<file path="src/rtl/dds_pkg.sv">
// Shared constants and types for the DDS command loader.
// Covers the host command bytes, the acknowledge bytes and the FSM state encoding.
package dds_pkg;

  localparam logic [7:0] CMD_FREQ = 8'h46;
  localparam logic [7:0] CMD_EN   = 8'h45;
  localparam logic [7:0] CMD_DIS  = 8'h44;

  localparam logic [7:0] ACK_OK  = 8'h4B;
  localparam logic [7:0] ACK_BAD = 8'h3F;
  localparam logic [7:0] ACK_TMO = 8'h54;

  typedef enum logic [1:0] {
    ST_IDLE,
    ST_PAYLOAD,
    ST_STROBE,
    ST_ACK
  } state_t;

  // The payload is big-endian, so each new byte shifts in at the bottom.
  function automatic logic [31:0] shift_in(input logic [31:0] word, input logic [7:0] b);
    return {word[23:0], b};
  endfunction

endpackage

</file>
<file path="src/rtl/dds_timeout_ctr.sv">
// Saturating up-counter with synchronous clear and a terminal-count flag.
// Serves as the payload inter-byte timeout and as the set-strobe width counter.
module dds_timeout_ctr #(
  parameter int unsigned TC_VALUE = 1
) (
  input  logic clk,
  input  logic rst_n,
  input  logic i_clear,
  input  logic i_inc,
  output logic o_tc
);

  localparam int unsigned W = (TC_VALUE < 1) ? 1 : $clog2(TC_VALUE + 1);

  logic [W-1:0] r_count;
  logic         w_tc;

  assign w_tc = (r_count == W'(TC_VALUE));
  assign o_tc = w_tc;

  // Holds at the terminal count instead of wrapping.
  always_ff @(posedge clk or negedge rst_n) begin
    if (!rst_n) begin
      r_count <= '0;
    end else if (i_clear) begin
      r_count <= '0;
    end else if (i_inc && !w_tc) begin
      r_count <= r_count + W'(1);
    end
  end

endmodule

</file>
<file path="src/rtl/dds_cmd_loader.sv">
// Turns the UART byte stream into DDS frequency loads and enable changes.
// It returns a one-byte acknowledge for each command.
module dds_cmd_loader
  import dds_pkg::*;
#(
  parameter int unsigned SET_WIDTH = 4,
  parameter int unsigned TIMEOUT   = 1200000,
  parameter logic [31:0] M_RESET   = 32'h0
) (
  input  logic        clk,
  input  logic        rst_n,
  input  logic [7:0]  rx_data,
  input  logic        rx_valid,
  output logic [7:0]  tx_data,
  output logic        tx_valid,
  input  logic        tx_ready,
  output logic [31:0] m,
  output logic        set,
  output logic        en,
  output logic        overrun
);

  state_t      r_state;
  state_t      w_nextState;
  logic [31:0] r_m;
  logic [31:0] w_nextM;
  logic [31:0] r_shadow;
  logic [31:0] w_nextShadow;
  logic [1:0]  r_byteCnt;
  logic [1:0]  w_nextByteCnt;
  logic        r_en;
  logic        w_nextEn;
  logic        r_set;
  logic        w_nextSet;
  logic [7:0]  r_ackByte;
  logic [7:0]  w_nextAckByte;
  logic        r_overrun;
  logic        w_nextOverrun;
  logic        w_tmoTc;
  logic        w_setTc;

  // Any received byte restarts the inter-byte timeout.
  dds_timeout_ctr #(
    .TC_VALUE(TIMEOUT - 1)
  ) u_tmoCtr (
    .clk    (clk),
    .rst_n  (rst_n),
    .i_clear((r_state != ST_PAYLOAD) || rx_valid),
    .i_inc  (1'b1),
    .o_tc   (w_tmoTc)
  );

  dds_timeout_ctr #(
    .TC_VALUE(SET_WIDTH)
  ) u_setCtr (
    .clk    (clk),
    .rst_n  (rst_n),
    .i_clear(r_state != ST_STROBE),
    .i_inc  (1'b1),
    .o_tc   (w_setTc)
  );

  always_ff @(posedge clk or negedge rst_n) begin
    if (!rst_n) begin
      r_state <= ST_IDLE;
    end else begin
      r_state <= w_nextState;
    end
  end

  always_ff @(posedge clk or negedge rst_n) begin
    if (!rst_n) begin
      r_m       <= M_RESET;
      r_shadow  <= '0;
      r_byteCnt <= '0;
      r_en      <= 1'b0;
      r_set     <= 1'b0;
      r_ackByte <= '0;
      r_overrun <= 1'b0;
    end else begin
      r_m       <= w_nextM;
      r_shadow  <= w_nextShadow;
      r_byteCnt <= w_nextByteCnt;
      r_en      <= w_nextEn;
      r_set     <= w_nextSet;
      r_ackByte <= w_nextAckByte;
      r_overrun <= w_nextOverrun;
    end
  end

  always_comb begin
    w_nextState   = r_state;
    w_nextM       = r_m;
    w_nextShadow  = r_shadow;
    w_nextByteCnt = r_byteCnt;
    w_nextEn      = r_en;
    w_nextSet     = 1'b0;
    w_nextAckByte = r_ackByte;
    w_nextOverrun = 1'b0;
    unique case (r_state)
      ST_IDLE: begin
        if (rx_valid) begin
          unique case (rx_data)
            CMD_FREQ: begin
              w_nextState   = ST_PAYLOAD;
              w_nextByteCnt = 2'd0;
              w_nextShadow  = '0;
            end
            CMD_EN: begin
              w_nextEn      = 1'b1;
              w_nextAckByte = ACK_OK;
              w_nextState   = ST_ACK;
            end
            CMD_DIS: begin
              w_nextEn      = 1'b0;
              w_nextAckByte = ACK_OK;
              w_nextState   = ST_ACK;
            end
            default: begin
              w_nextAckByte = ACK_BAD;
              w_nextState   = ST_ACK;
            end
          endcase
        end
      end
      // The live word only changes once all four bytes are in.
      ST_PAYLOAD: begin
        if (rx_valid) begin
          w_nextShadow = shift_in(r_shadow, rx_data);
          if (r_byteCnt == 2'd3) begin
            w_nextM       = shift_in(r_shadow, rx_data);
            w_nextByteCnt = 2'd0;
            w_nextState   = ST_STROBE;
          end else begin
            w_nextByteCnt = r_byteCnt + 2'd1;
          end
        end else if (w_tmoTc) begin
          w_nextByteCnt = 2'd0;
          w_nextAckByte = ACK_TMO;
          w_nextState   = ST_ACK;
        end
      end
      // The first STROBE cycle only lets m settle, so set rises one cycle later.
      ST_STROBE: begin
        w_nextOverrun = rx_valid;
        if (w_setTc) begin
          w_nextAckByte = ACK_OK;
          w_nextState   = ST_ACK;
        end else begin
          w_nextSet = 1'b1;
        end
      end
      ST_ACK: begin
        w_nextOverrun = rx_valid;
        if (tx_ready) begin
          w_nextState = ST_IDLE;
        end
      end
      default: begin
        w_nextState = ST_IDLE;
      end
    endcase
  end

  assign tx_valid = (r_state == ST_ACK);
  assign tx_data  = (r_state == ST_ACK) ? r_ackByte : 8'h00;
  assign m        = r_m;
  assign set      = r_set;
  assign en       = r_en;
  assign overrun  = r_overrun;

endmodule
</file>
<file path="config.mk">
export PLATFORM = sky130hd
export DESIGN_NAME = dds_cmd_loader
export DESIGN_NICKNAME = d
export VERILOG_FILES = /design/src/rtl/dds_pkg.sv /design/src/rtl/dds_timeout_ctr.sv /design/src/rtl/dds_cmd_loader.sv
export SDC_FILE = /design/constraint.sdc
export NUM_CORES = 1
export LEC_CHECK = 0
export BUFFER_PORTS_ARGS = -buffer_cell sky130_fd_sc_hd__clkbuf_2
export CAP_MARGIN = 20
export CORE_ASPECT_RATIO = 0.7
export CORE_MARGIN = 1.5
export CORE_UTILIZATION = 30
export CTS_CLUSTER_DIAMETER = 50
export DETAILED_ROUTE_END_ITERATION = 8
export GPL_TIMING_DRIVEN = 0
export PLACE_DENSITY_LB_ADDON = 0.12
export SLEW_MARGIN = 20
export SYNTH_ARGS = -nofsm -noshare
export SYNTH_HDL_FRONTEND = slang
export SYNTH_SLANG_ARGS = --single-unit
</file>
<file path="constraint.sdc">
create_clock -name clk -period 5.8 [get_ports clk]
set_input_delay 0.29 -clock clk [delete_from_list [all_inputs] [get_ports clk]]
set_output_delay 0.29 -clock clk [all_outputs]
set_load 0.05 [all_outputs]
</file>
==> After elaboration in Yosys (flattened, before gate mapping) <==
Cells that the tools add are included.
{ "totals": {"regBits": 95, "latchBits": 0, "ramBits": 0, "romBits": 0, "word_cells": 82, "memories": 0} }
{ "classes": {"n_addsub": 3, "mul": 0, "n_div": 0, "magnitude_cmp": 0, "n_eq_ne": 23, "shifts": 0, "mux": 33, "n_bitwise": 0, "n_reduce_logical": 13} }
{ "op_table": {"columns": ["op", "count"], "rows": [
  ["2-to-1 mux 24 bit", 3],
  ["case mux 24 bit (2 select lines)", 1],
  ["2-to-1 mux 21 bit", 2],
  ["2-to-1 mux 8 bit", 5],
  ["equality test 8 x 7 -> 1 bit, second input constant", 3],
  ["2-to-1 mux 2 bit", 12],
  ["case mux 8 bit (3 select lines)", 1],
  ["adder 21 x 1 -> 21 bit, second input constant", 1],
  ["equality test 21 bit, second input constant", 1],
  ["case mux 8 bit (2 select lines)", 1],
  ["inequality test 2 x 1 -> 1 bit, second input constant", 7],
  ["inequality test 2 bit, second input constant", 5],
  ["case mux 2 bit (4 select lines)", 1],
  ["AND reduction 4 bit", 2],
  ["equality test 2 bit, second input constant", 3],
  ["2-to-1 mux 3 bit", 2],
  ["AND reduction 3 bit", 2],
  ["AND reduction 6 bit", 1],
  ["AND reduction 5 bit", 1],
  ["case mux 2 bit (2 select lines)", 1],
  ["nonzero test 2 bit", 2],
  ["OR reduction 2 bit", 2],
  ["adder 3 x 1 -> 3 bit, second input constant", 1],
  ["equality test 3 bit, second input constant", 1],
  ["9 further kinds", 11]
]} }

==> Logic depth before layout (Yosys ltp) <==
{ "logic_depth": {"depth_word": 5, "ltp_mapped": 8} }

==> By module <==
A second synthesis with hierarchy kept.
{ "hier_totals": {"hier_cells": 352, "hier_area_um2": 4349.2} }
{ "modules_own_cells": {"columns": ["module", "instances", "cells_each", "area_each_um2"], "rows": [
  ["dds_cmd_loader", 1, 201, 2849.0],
  ["dds_timeout_ctr at u_tmoCtr", 1, 133, 1307.5],
  ["dds_timeout_ctr at u_setCtr", 1, 18, 192.7]
]} }

==> Worst setup path after synthesis <==
Ideal clock, no wire load.
{ "synth_path": {"path_kind": "reg-to-reg", "from": "reg u_tmoCtr.r_count[12]", "to": "reg r_ackByte[5]", "arrival_ps": 2008, "required_time_ps": 5672, "setup_slack_ps": 3664, "stages_incl_launch_ff": 6, "path_buffers": 0, "cell_sequence": "dfrtp_1 -> or4b_4 -> nor4_4 -> nand2_4 -> a21oi_4 -> mux2_1"} }
{ "synth_via": {"elab_chain_cells": 3} }
{ "synth_lines": {"columns": ["element", "line", "source"], "rows": [
  ["from (decl)", "dds_timeout_ctr.sv:15", "logic [W-1:0] r_count;"],
  ["from (signal assigned)", "dds_timeout_ctr.sv:28", "r_count <= r_count + W'(1);"],
  ["equality test 21 bit", "dds_timeout_ctr.sv:18", "assign w_tc = (r_count == W'(TC_VALUE));"],
  ["inequality test 2 x 1 -> 1 bit (no line)", null, null],
  ["AND reduction 6 bit (no line)", null, null],
  ["to (signal assigned)", "dds_cmd_loader.sv:86", "r_ackByte <= w_nextAckByte;"],
  ["to (decl)", "dds_cmd_loader.sv:35", "logic [7:0] r_ackByte;"]
]} }
Every way passes these cells.
A chain may end at the register's enable or synchronous reset.

==> Worst setup path after layout <==
{ "layout_path": {"from": "reg r_state[1]", "to": "reg r_shadow[21]"} }
{ "layout_via": {"elab_chain_cells": 3} }
{ "layout_lines": {"columns": ["element", "line", "source"], "rows": [
  ["from (decl)", "dds_cmd_loader.sv:23", "state_t r_state;"],
  ["from (signal assigned)", "dds_cmd_loader.sv:67", "r_state <= w_nextState;"],
  ["equality test 2 x 1 -> 1 bit or zero test 2 bit (tied branches)", "dds_cmd_loader.sv:100", "unique case (r_state)"],
  ["inequality test 2 bit (no line), or another cell as far along", null, null],
  ["AND reduction 4 bit (no line)", null, null],
  ["to (signal assigned)", "dds_cmd_loader.sv:82", "r_shadow <= w_nextShadow;"],
  ["to (decl)", "dds_cmd_loader.sv:27", "logic [31:0] r_shadow;"]
]} }
Parallel ways exist; a longest one is shown, timed or not.

==> results.py <==
metrics = {
    "status": {
        "status": "finished clean",
    },
    "logic_synthesis": {
        "syn_avg_cell_area_sq_um": 12.28,
        "synth_nets": 348,
        "yosys_warnings": 0,
        "synth_edf_count": 0,
        "synthCells": 325,
        "netlist.top_cell.by_area": "dfrtp_1",
        "ys_ff_latch": 91,
        "ys.flop_type": "dfrtp_1",
        "synthTopCellsByArea": "dfrtp_1, mux2_2, a22o_1",
        "netlist_area_sq_mm": 0.003991,
        "synth_cell_type_count": 47,
        "async_flop_share_pct": 100.0,
        "yosysTopAreaCellShare_pct": 57.05,
        "seq_area_frac_synth_pct": 57.05,
    },
    "setup_path": {
        "critPathLaunchType": "register",
        "cpLargestDelayFamily": "buffers and inverters",
        "cp.required_ps": 6070,
        "crit_buf_inv": 3,
        "crit_top_cell": "clkbuf_1",
        "crit_path_cell_trace": "inv_1 -> ha_1 -> clkbuf_1 -> nand2_1 -> a21oi_1 -> clkbuf_1 -> a22o_1",
        "arrival_ps": 2680,
        "worst-r2r-setup-slack_ps": 3390,
        "path_max_fanout": 10,
        "slowest_delay_ps": 500,
        "reg2regPathDepth": 7,
        "worstReg2RegEnd": "r_shadow[21]",
        "worstSetupEndpointType": "register",
        "cpMaxStageDelayCell": "a21oi_1",
        "criticalPathCategory": "reg -> reg",
        "rr_startpoint": "r_state[1]",
    },
    "global_routing": {
        "grt_pass1_vias": 2622,
        "track_usage_pct": 13.14,
        "gr-total-overflow": 0,
        "antenna_found_initial": 0,
        "grt_pass1_wl_microns": 14260,
        "grt_max_degree": 70,
    },
    "floorplanning": {
        "die_w_microns": 140.9,
        "io_pins": 56,
        "rows": 35,
        "initial_utilization_pct": 30.58,
        "die_area_sq_mm": 0.01402,
        "die_h_microns": 99.51,
        "coreArea_sq_mm": 0.01305,
    },
    "pwr": {
        "internal_power_mw": 1.458,
        "power.total_mw": 2.509,
        "peakVddDrop_v": 0.0002459,
        "p_leak_nw": 2.327,
        "power_frac_clock_pct": 22.6,
        "comb_power_share_pct": 39.6,
        "power_frac_seq_pct": 37.7,
        "switching_share_pct": 41.89,
        "netSwitchingPower_mw": 1.051,
        "pwr_density_cell_mw_per_mm2": 522.4,
    },
    "final_layout": {
        "drive_above_1_share_pct": 28.46,
        "final_cell_mix": "dfrtp_1, clkbuf_2, mux2_2",
        "syn2layout_area_growth_pct": 20.34,
        "final_common_cell": "dfrtp_1",
        "nNetsFinal": 415,
        "diodes": 0,
    },
    "drt": {
        "wirelength_microns": 8494,
        "ant_nets": 0,
        "wl_per_cell_microns": 15.09,
        "drt-met1-wl_microns": 4696,
        "drtIter0Drc": 99,
        "first_pass_iters": 4,
        "top_layer": "met4",
        "viasPerCell": 4.664,
        "wl_met2_microns": 3347,
        "drc": 0,
        "vias": 2626,
        "wl_met3_microns": 349,
    },
    "timing": {
        "final_hold_viol_count": 0,
        "max_slew_margin_pct": 50.99,
        "period_share_pct": 41.51,
        "rsz0062_at_grt": "no",
        "timing.fmax_ghz": 0.4153,
        "tns_ps": 0,
        "setup_viol": 0,
        "worst_pin_slew_ps": 716.6,
        "finalClockSkew_ps": 4.592,
        "finalCriticalPeriod_ps": 2408,
        "finalMaxSlewViolations": 0,
    },
    "placement": {
        "port_buffers": 54,
        "place_congestion": 0.7476,
        "dpl.hpwl_microns": 6091,
    },
    "clock_network": {
        "clk_path_buf_depth": 2,
        "htreeDepth": 3,
        "path_clk_slew_ps": 70,
        "post_cts_resized": 0,
        "cts_made_buffers": 9,
        "clk_latency_ps": 340,
        "cts_tree": "built",
        "cts_root_buf": "clkbuf_16",
        "clkSinkCount": 91,
    },
    "hold_path": {
        "whs_endpoint": "r_shadow[2]",
        "hold_path_class": "in -> reg",
        "min_from": "rx_data[2]",
        "min_path_cells": 2,
    },
    "flow_run": {
        "cap_violations": 0,
    },
}
-- worst max path at each step --
stage                     depth (start not counted)  slack (ps)            to                 start
final                                             7        3390  r_shadow[21]            r_state[1]
after floorplan                                   5        3660  r_ackByte[5]  u_tmoCtr.r_count[12]
after global routing                              7        3110  r_shadow[17]            r_state[1]
after detailed placement                          7        3320  r_shadow[20]            r_state[1]
after CTS                                         7        3300  r_shadow[20]            r_state[1]
after global placement                            1        3200          m[5]                 rst_n
-- registers in the layout (all words and copies together) (netlist names), 2 cells and up --
register,cells
m,32
r_shadow,24
u_tmoCtr.r_count,21
r_ackByte,4
u_setCtr.r_count,3
r_byteCnt,2
r_state,2
-- synthesized netlist by cell type (5+ instances only) --
| library cell | number |
|---|---|
| a21oi_1 | 5 |
| clkbuf_1 | 11 |
| a22o_1 | 25 |
| and2_1 | 7 |
| and3_1 | 8 |
| nand3_1 | 8 |
| ha_1 | 11 |
| nor2_1 | 21 |
| mux2_2 | 32 |
| nand2_1 | 16 |
| dfrtp_1 | 91 |
| a31oi_1 | 7 |
| inv_1 | 12 |
| nand4_1 | 8 |
| xnor2_1 | 8 |
| xor2_1 | 8 |
-- worst reg2reg max path: stages, from the launching register on --
cell and delay (ps):
dfrtp_1 430, inv_1 160, ha_1 170, clkbuf_1 300
nand2_1 150, a21oi_1 500, clkbuf_1 440, a22o_1 200
-- repair_timing --
| action | 4_1_cts | 5_1_grt |
|---|---|---|
| hold buffers | 1 | 0 |
| endpoints found under the hold margin | 22 | 0 |
| endpoints found under the setup margin | 0 | 0 |
| setup buffers | 0 | 0 |
-- cell families after synthesis --
logic type	synth area share (%)
flip-flops	57.05
AND/OR/NAND/NOR	11.79
AO/OA/AOI/OAI	10.78
multiplexers	10.31
buffers and inverters	3.009
XOR/XNOR	3.511
adder cells (fa/ha/maj)	3.448
other	0.09395
-- per-layer routing --
layer	GRT usage, %	vias up
li1	-	1300
met1	20.59	1263
met2	17.13	54
met3	3.707	9
met4	3.846	0
met5	0	-
-- area by class of cell --
class,count,area (sq um)
fillers,1286,8247
flip-flops and latches,91,2277
multi-input cells,206,1594
repair buffers,56,316.6
clock buffers,11,252.7
well taps,166,207.7
plain buffers,16,75.07
inverters,12,45.04
clock inverters,5,35.03
-- metrics by stage --
| step | instance area (sq um) | utilization [%] | std cells | hold WS (ps) | setup WS [ps] |
|---|---|---|---|---|---|
| CTS | 4803 | 36.81 | 563 | 199.7 | 3295 |
| floorplan | 3991 | - | 325 | -5.591 | 3664 |
| finish | 4803 | 36.81 | 563 | 219.5 | 3392 |
| detailed placement | 4506 | 34.53 | 546 | 190.6 | 3323 |
| global route | 4803 | 36.81 | 563 | 203.1 | 3111 |
| global placement | 4469 | 34.25 | 545 | 470.0 | 3201 |
-- power groups by stage --
stage	clock network (mW)	logic [mW]	registers [mW]
CTS	0.591	1.01	0.950
global route	0.616	1.07	0.977
finish	0.568	0.995	0.946
detailed placement	0	1.01	0.962
floorplan	0	0.499	1.21
global placement	0	0.997	0.959
(Power assumes the default switching activity.)
